--- src/rtl/lf_field_sched_if.sv ---
// Config/control and status bundle between the ARM-side config logic and lf_field_sched.
// The master drives configuration and commands; the slave (the scheduler) drives timebase and status.
interface lf_field_sched_if #(
  parameter int CNT_W = 16,
  parameter int REP_W = 8
);
  logic [7:0]       cfg_div;
  logic [CNT_W-1:0] cfg_on;
  logic [CNT_W-1:0] cfg_gap;
  logic [REP_W-1:0] cfg_rep;
  logic             start;
  logic             stop;
  logic [7:0]       pck_cnt;
  logic             pck_divclk;
  logic             lf_field;
  logic             sample_stb;
  logic             busy;
  logic             done;
  logic [REP_W-1:0] burst_idx;

  modport master (
    output cfg_div, cfg_on, cfg_gap, cfg_rep, start, stop,
    input  pck_cnt, pck_divclk, lf_field, sample_stb, busy, done, burst_idx
  );

  modport slave (
    input  cfg_div, cfg_on, cfg_gap, cfg_rep, start, stop,
    output pck_cnt, pck_divclk, lf_field, sample_stb, busy, done, burst_idx
  );
endinterface

--- src/rtl/lf_field_sched.sv ---
// LF carrier timebase (pck_cnt / pck_divclk) plus the field-on / gap / repeat sequencer.
// Every output is registered on pck0; state changes are aligned to divclk falling edges.
module lf_field_sched #(
  parameter int DIV_MIN = 15,
  parameter int CNT_W   = 16,
  parameter int REP_W   = 8
) (
  input logic             pck0,
  input logic             nreset,
  lf_field_sched_if.slave bus
);

  typedef enum logic [2:0] {
    IDLE,
    ARM,
    ON,
    GAP,
    DONE
  } state_t;

  state_t           state;
  logic [7:0]       div_q;
  logic [7:0]       div_pend;
  logic [7:0]       div_clamp;
  logic [CNT_W-1:0] on_cnt;
  logic [CNT_W-1:0] gap_cnt;
  logic [CNT_W-1:0] on_l;
  logic [CNT_W-1:0] gap_l;
  logic [REP_W-1:0] rep_l;
  logic             wrap;
  logic             tick;
  logic             busy_nxt;

  assign div_clamp = (bus.cfg_div < 8'(DIV_MIN)) ? 8'(DIV_MIN) : bus.cfg_div;
  assign wrap      = (bus.pck_cnt == div_q);
  assign tick      = wrap && bus.pck_divclk;

  // Busy as it will be after this edge; lets busy and sample_stb line up with the state they describe.
  always_comb begin
    busy_nxt = 1'b0;
    if (!bus.stop) begin
      case (state)
        IDLE:    busy_nxt = bus.start;
        DONE:    busy_nxt = 1'b0;
        default: busy_nxt = 1'b1;
      endcase
    end
  end

  // A new divisor is only adopted on a wrap; while busy the value captured at start is used.
  always_ff @(posedge pck0) begin
    if (!nreset) begin
      bus.pck_cnt    <= 8'd0;
      bus.pck_divclk <= 1'b0;
      div_q          <= 8'(DIV_MIN);
      div_pend       <= 8'(DIV_MIN);
    end else begin
      if (state == IDLE) begin
        div_pend <= div_clamp;
      end
      if (wrap) begin
        bus.pck_cnt    <= 8'd0;
        bus.pck_divclk <= ~bus.pck_divclk;
        div_q          <= (state == IDLE) ? div_clamp : div_pend;
      end else begin
        bus.pck_cnt <= bus.pck_cnt + 8'd1;
      end
    end
  end

  always_ff @(posedge pck0) begin
    if (!nreset) begin
      state          <= IDLE;
      bus.lf_field   <= 1'b0;
      bus.sample_stb <= 1'b0;
      bus.busy       <= 1'b0;
      bus.done       <= 1'b0;
      bus.burst_idx  <= '0;
      on_cnt         <= '0;
      gap_cnt        <= '0;
      on_l           <= '0;
      gap_l          <= '0;
      rep_l          <= '0;
    end else begin
      bus.done       <= 1'b0;
      bus.busy       <= busy_nxt;
      // pck_cnt cannot wrap at 6 because the divisor is at least DIV_MIN.
      bus.sample_stb <= (bus.pck_cnt == 8'd6) && !bus.pck_divclk && busy_nxt;
      if (bus.stop) begin
        state        <= IDLE;
        bus.lf_field <= 1'b0;
      end else begin
        case (state)
          IDLE: begin
            if (bus.start) begin
              state <= ARM;
              on_l  <= bus.cfg_on;
              gap_l <= bus.cfg_gap;
              rep_l <= bus.cfg_rep;
            end
          end
          ARM: begin
            if (tick) begin
              state         <= ON;
              bus.lf_field  <= 1'b1;
              on_cnt        <= on_l;
              bus.burst_idx <= '0;
            end
          end
          ON: begin
            if (tick && (on_l != '0)) begin
              if (on_cnt > CNT_W'(1)) begin
                on_cnt <= on_cnt - CNT_W'(1);
              end else if (gap_l != '0) begin
                state        <= GAP;
                gap_cnt      <= gap_l;
                bus.lf_field <= 1'b0;
              end else if (bus.burst_idx == rep_l) begin
                state        <= DONE;
                bus.done     <= 1'b1;
                bus.lf_field <= 1'b0;
              end else begin
                bus.burst_idx <= bus.burst_idx + REP_W'(1);
                on_cnt        <= on_l;
              end
            end
          end
          GAP: begin
            if (tick) begin
              if (gap_cnt > CNT_W'(1)) begin
                gap_cnt <= gap_cnt - CNT_W'(1);
              end else if (bus.burst_idx == rep_l) begin
                state    <= DONE;
                bus.done <= 1'b1;
              end else begin
                state         <= ON;
                bus.lf_field  <= 1'b1;
                bus.burst_idx <= bus.burst_idx + REP_W'(1);
                on_cnt        <= on_l;
              end
            end
          end
          DONE: begin
            state <= IDLE;
          end
          default: begin
            state        <= IDLE;
            bus.lf_field <= 1'b0;
          end
        endcase
      end
    end
  end

endmodule
--- src/flat_wrapper.sv ---
// flat-port wrapper written by rule: the top's interface ports become plain ports
module lf_field_sched_flat 
#(
  parameter int DIV_MIN = 15,
  parameter int CNT_W   = 16,
  parameter int REP_W   = 8
)
  (pck0, nreset, bus_cfg_div, bus_cfg_on, bus_cfg_gap, bus_cfg_rep, bus_start, bus_stop, bus_pck_cnt, bus_pck_divclk, bus_lf_field, bus_sample_stb, bus_busy, bus_done, bus_burst_idx);
  lf_field_sched_if #(.CNT_W(CNT_W), .REP_W(REP_W)) bus_i ();
  input logic pck0;
  input logic nreset;
  input wire logic [$bits(bus_i.cfg_div)-1:0] bus_cfg_div;
  input wire logic [$bits(bus_i.cfg_on)-1:0] bus_cfg_on;
  input wire logic [$bits(bus_i.cfg_gap)-1:0] bus_cfg_gap;
  input wire logic [$bits(bus_i.cfg_rep)-1:0] bus_cfg_rep;
  input wire logic [$bits(bus_i.start)-1:0] bus_start;
  input wire logic [$bits(bus_i.stop)-1:0] bus_stop;
  output wire logic [$bits(bus_i.pck_cnt)-1:0] bus_pck_cnt;
  output wire logic [$bits(bus_i.pck_divclk)-1:0] bus_pck_divclk;
  output wire logic [$bits(bus_i.lf_field)-1:0] bus_lf_field;
  output wire logic [$bits(bus_i.sample_stb)-1:0] bus_sample_stb;
  output wire logic [$bits(bus_i.busy)-1:0] bus_busy;
  output wire logic [$bits(bus_i.done)-1:0] bus_done;
  output wire logic [$bits(bus_i.burst_idx)-1:0] bus_burst_idx;
  assign bus_i.cfg_div = bus_cfg_div;
  assign bus_i.cfg_on = bus_cfg_on;
  assign bus_i.cfg_gap = bus_cfg_gap;
  assign bus_i.cfg_rep = bus_cfg_rep;
  assign bus_i.start = bus_start;
  assign bus_i.stop = bus_stop;
  assign bus_pck_cnt = bus_i.pck_cnt;
  assign bus_pck_divclk = bus_i.pck_divclk;
  assign bus_lf_field = bus_i.lf_field;
  assign bus_sample_stb = bus_i.sample_stb;
  assign bus_busy = bus_i.busy;
  assign bus_done = bus_i.done;
  assign bus_burst_idx = bus_i.burst_idx;
  lf_field_sched #(.DIV_MIN(DIV_MIN), .CNT_W(CNT_W), .REP_W(REP_W)) u_core (.pck0(pck0), .nreset(nreset), .bus(bus_i));
endmodule
--- config.mk ---
export PLATFORM = sky130hd
export DESIGN_NAME = lf_field_sched_flat
export DESIGN_NICKNAME = d
export VERILOG_FILES = /design/src/rtl/lf_field_sched_if.sv /design/src/rtl/lf_field_sched.sv /design/src/flat_wrapper.sv
export SDC_FILE = /design/constraint.sdc
export NUM_CORES = 1
export LEC_CHECK = 0
export CAP_MARGIN = 20
export CORE_MARGIN = 1.5
export CORE_UTILIZATION = 52
export CTS_CLUSTER_SIZE = 28
export DETAILED_ROUTE_END_ITERATION = 6
export DONT_BUFFER_PORTS = 1
export GPL_TIMING_DRIVEN = 1
export PLACE_DENSITY_LB_ADDON = 0.12
export SETUP_SLACK_MARGIN = 0.3
export SLEW_MARGIN = 20
export SYNTH_ARGS = -nofsm -noshare
export SYNTH_HDL_FRONTEND = slang
export SYNTH_SLANG_ARGS = --single-unit
--- constraint.sdc ---
create_clock -name pck0 -period 7.1 [get_ports pck0]
set_input_delay 1.42 -clock pck0 [delete_from_list [all_inputs] [get_ports pck0]]
set_output_delay 1.42 -clock pck0 [all_outputs]
set_load 0.1 [all_outputs]
==> out/results.tsv <==
stage	metric	value	unit
hold_path	worst min path class	reg -> reg	
detailed_routing	Starting DRT DRC Count	321	
pwr	Clk pwr share	0.322	
clock_tree	worst skew pair latency	0.40	ns
final_layout	multi-input logic area	3120	um^2
sta	worst-margin pin slew	1.15	ns
floorplan	Core ar.	10400	um^2
clock_tree	H-tree depth	3	
final_layout	Filler Cell Count	975	
logic_synthesis	average size of a mapped cell	8.03	um^2
logic_synthesis	share of the synthesized area in the top cell type	0.401	
pwr	NetSw	311	uW
clock_tree	CTS Hold Buffers Added	0	
placed_design	IO Port Bufs	0	
logic_synthesis	Synth Cell Area	5590	um^2
floorplan	I/O Pins	73	
logic_synthesis	Syn Inst Count	696	
worst_setup_path	CP Class	reg -> reg	
clock_tree	CTS tree	done	
global_routing	GRT Resource Usage Total	0.251	
pwr	PwrDens	195	nW/um^2
logic_synthesis	most common library cells after synthesis	nand2_1 (132), dfxtp_1 (112), a21oi_1 (76), nor2_1 (64), clkbuf_1 (36)	
clock_tree	Worst-path clk slew	0.11	ns
pwr	total power	1130	uW
clock_tree	Post-CTS Setup Bufs	0	
worst_setup_path	Reg2Reg Launch Point	u_core.bus.pck_cnt[6]$_SDFF_PP0_	
pwr	Comb pwr share	0.082	
final_layout	area grow syn2layout	3.76	%
sta	Setup TNS	0	ns
sta	Fmax	258	MHz
placed_design	GP Congestion	0.859	
floorplan	std cell rows	37	
clock_tree	# clock sinks	112	
placed_design	Detail Placement HPWL	9600	um
global_routing	grt total ovfl	0	
detailed_routing	routed length per instance	16.8	um
logic_synthesis	post-synth cell types	64	
sta	WHS	0.476	ns
sta	Final min period	3.88	ns
logic_synthesis	Synth warnings	0	
worst_setup_path	Reg2Reg Depth	7	
final_layout	design area	5800	um^2
detailed_routing	antenna violation net count after detailed routing	0	
pwr	Power Internal	821	uW
hold_path	start point of the worst hold path	u_core.rep_l[6]$_SDFFE_PN0P_	
placed_design	Placed Cells	794	
detailed_routing	# DRC	0	
sta	Period Utilization, post-route	0.546	
floorplan	Initial Utilization	0.539	
floorplan	Die X	107	um
logic_synthesis	#FFs+latches synth	112	
hold_path	Hold Crit Depth	2	
pwr	Sw Share	0.274	
global_routing	antenna violations before repair	0	
sta	clock skew	0.0130	ns
sta	Setup Viol. Count Final	0	
flow_run	Max Cap Violations	0	
pwr	Sequential Power Share	0.596	
final_layout	Finished Layout Cells	810	
sta	RSZ-0062 raised after global routing	false	
sta	Fin. Hold Viols	0	
detailed_routing	total routed wirelength	13600	um
global_routing	first-pass GRT wire length	23000	um
worst_setup_path	Worst Setup End Kind	register	
final_layout	Reg area	2240	um^2
clock_tree	CTS buffer count	9	
worst_setup_path	Startpoint Class	register	
floorplan	Die ar.	11400	um^2
clock_tree	clk root buf	clkbuf_8	
logic_synthesis	Post-synth ARST share	0	
logic_synthesis	largest cells by area after synthesis	dfxtp_1 (40%), nand2_1 (8.9%), a21oi_1 (6.8%)	
final_layout	Inserted Diodes	0	
worst_setup_path	CP arrival	4.18	ns
final_layout	share of cells above drive strength 1	0.0786	
hold_path	Hold Crit Endpoint	u_core.rep_l[6]$_SDFFE_PN0P_	
worst_setup_path	R2R Setup Slk	3.22	ns
logic_synthesis	Synth area leader	dfxtp_1	
clock_tree	PostCTS Resize Cnt	0	
logic_synthesis	Post-Syn Nets	755	
detailed_routing	First-pass DRT Iterations	5	
outcome	outcome	finished, final reports clean	
pwr	Worst VDD drop	184	uV
logic_synthesis	most common cell in the netlist	nand2_1	
sta	final max-slew violation count	0	
clock_tree	buffer depth of the longest clock path	2	
logic_synthesis	EDFF count, synth	0	
pwr	P_leak	0.00204	uW
logic_synthesis	Seq/Total Area, Yosys	0.401	
logic_synthesis	Synth Flop Type	dfxtp_1	
placed_design	Placement Cell Area	5610	um^2
worst_setup_path	crit-path max FO	14	
worst_setup_path	Worst Path Required	7.40	ns
final_layout	Nets	728	
floorplan	die height	107	um
detailed_routing	total number of vias	4842	
global_routing	vias in the first global route	4642	
global_routing	pin count of the biggest net entering global routing	46	
worst_setup_path	R2R Path End	u_core.on_cnt[0]$_SDFFE_PN0P_	
detailed_routing	Vias/cell	5.98	
sta	Worst slew margin	0.231	
[state kept, by name, indices dropped and copies added, names as in the netlist]
| signal | cells |
|---|---|
| u_core.gap_cnt | 16 |
| u_core.gap_l | 16 |
| u_core.on_cnt | 16 |
| u_core.on_l | 16 |
| u_core.bus.burst_idx | 8 |
| u_core.bus.pck_cnt | 8 |
| u_core.div_pend | 8 |
| u_core.div_q | 8 |
| u_core.rep_l | 8 |
| u_core.state | 3 |
| u_core.bus.busy | 1 |
| u_core.bus.done | 1 |
| u_core.bus.lf_field | 1 |
| u_core.bus.pck_divclk | 1 |
| u_core.bus.sample_stb | 1 |
[cell families after synthesis]
family,after synthesis,share of synthesized area
multiplexers,7,0.0125
buffers and inverters,53,0.0405
adder cells (fa/ha/maj),7,0.0157
XOR/XNOR,28,0.0439
AO/OA/AOI/OAI,183,0.226
AND/OR/NAND/NOR,306,0.260
flip-flops,112,0.401
[cell type report]
class	instances	area share
clock buffer	11	0.0244
inverter	9	0.00583
tap	136	0.0294
sequential	112	0.387
timing repair buffer	6	0.00777
clock inverter	5	0.00691
multi-input combinational	531	0.539
[power groups by stage]
| stage | Combinational, uW | Sequential (uW) | Clock, uW |
|---|---|---|---|
| floorplan | 78.7 | 682 | 0 |
| global placement | 90.2 | 688 | 0 |
| detailed placement | 92.1 | 689 | 0 |
| CTS | 92.5 | 674 | 372 |
| global route | 104 | 677 | 398 |
| finish | 92.7 | 674 | 364 |
[layer usage]
metal	GRT usage	vias up	wire, um
met5	0	-	0
met4	0.0752	0	166
met3	0.0541	13	684
met2	0.417	123	6680
met1	0.328	2287	6100
li1	-	2419	-
[through the flow]
| stage | util | worst slack, ns |
|---|---|---|
| after detailed placement | 0.541 | 3.25 |
| final | 0.559 | 3.22 |
| after floorplan | - | 4.06 |
| after global placement | 0.541 | 3.40 |
| after CTS | 0.558 | 3.22 |
| after global routing | 0.559 | 2.91 |
[critical path, stage by stage, from the launching register on]
cell	delay [ns]
dfxtp_1	1.08
xor2_1	0.15
nor4_1	0.53
nand3_1	0.29
a221oi_1	0.57
nand3_1	0.55
a211o_1	0.44
and3_1	0.17
[cell usage in the layout, fill, tap and decap left out, types with 6 or more instances in the layout]
cell type / instances
nand2_1: 131
dfxtp_1: 112
a21oi_1: 75
nor2_1: 64
nor3_1: 20
nand3_1: 17
nor4_1: 16
xor2_1: 15
xnor2_1: 13
o21ai_1: 13
and3_1: 11
nand4_1: 11
a22o_1: 11
o211ai_2: 10
clkbuf_8: 10
o21ai_0: 9
a22oi_1: 9
inv_1: 8
nand2b_1: 7
o22ai_1: 7
mux2i_1: 7
ha_1: 7
a21o_1: 6
buf_4: 6
[how the worst max path moves through the flow]
stage                                     startpoint                              to  slack (ns)  cells past startpoint
floorplan           u_core.bus.pck_cnt[0]$_SDFF_PP0_  u_core.on_cnt[15]$_SDFFE_PN0P_        4.06                      8
global placement    u_core.bus.pck_cnt[6]$_SDFF_PP0_   u_core.on_cnt[0]$_SDFFE_PN0P_        3.40                      7
detailed placement  u_core.bus.pck_cnt[6]$_SDFF_PP0_   u_core.on_cnt[0]$_SDFFE_PN0P_        3.25                      7
CTS                 u_core.bus.pck_cnt[6]$_SDFF_PP0_   u_core.on_cnt[0]$_SDFFE_PN0P_        3.22                      7
global route        u_core.bus.pck_cnt[7]$_SDFF_PP0_   u_core.on_cnt[0]$_SDFFE_PN0P_        2.91                      7
finish              u_core.bus.pck_cnt[6]$_SDFF_PP0_   u_core.on_cnt[0]$_SDFFE_PN0P_        3.22                      7
(Power assumes the default switching activity.)
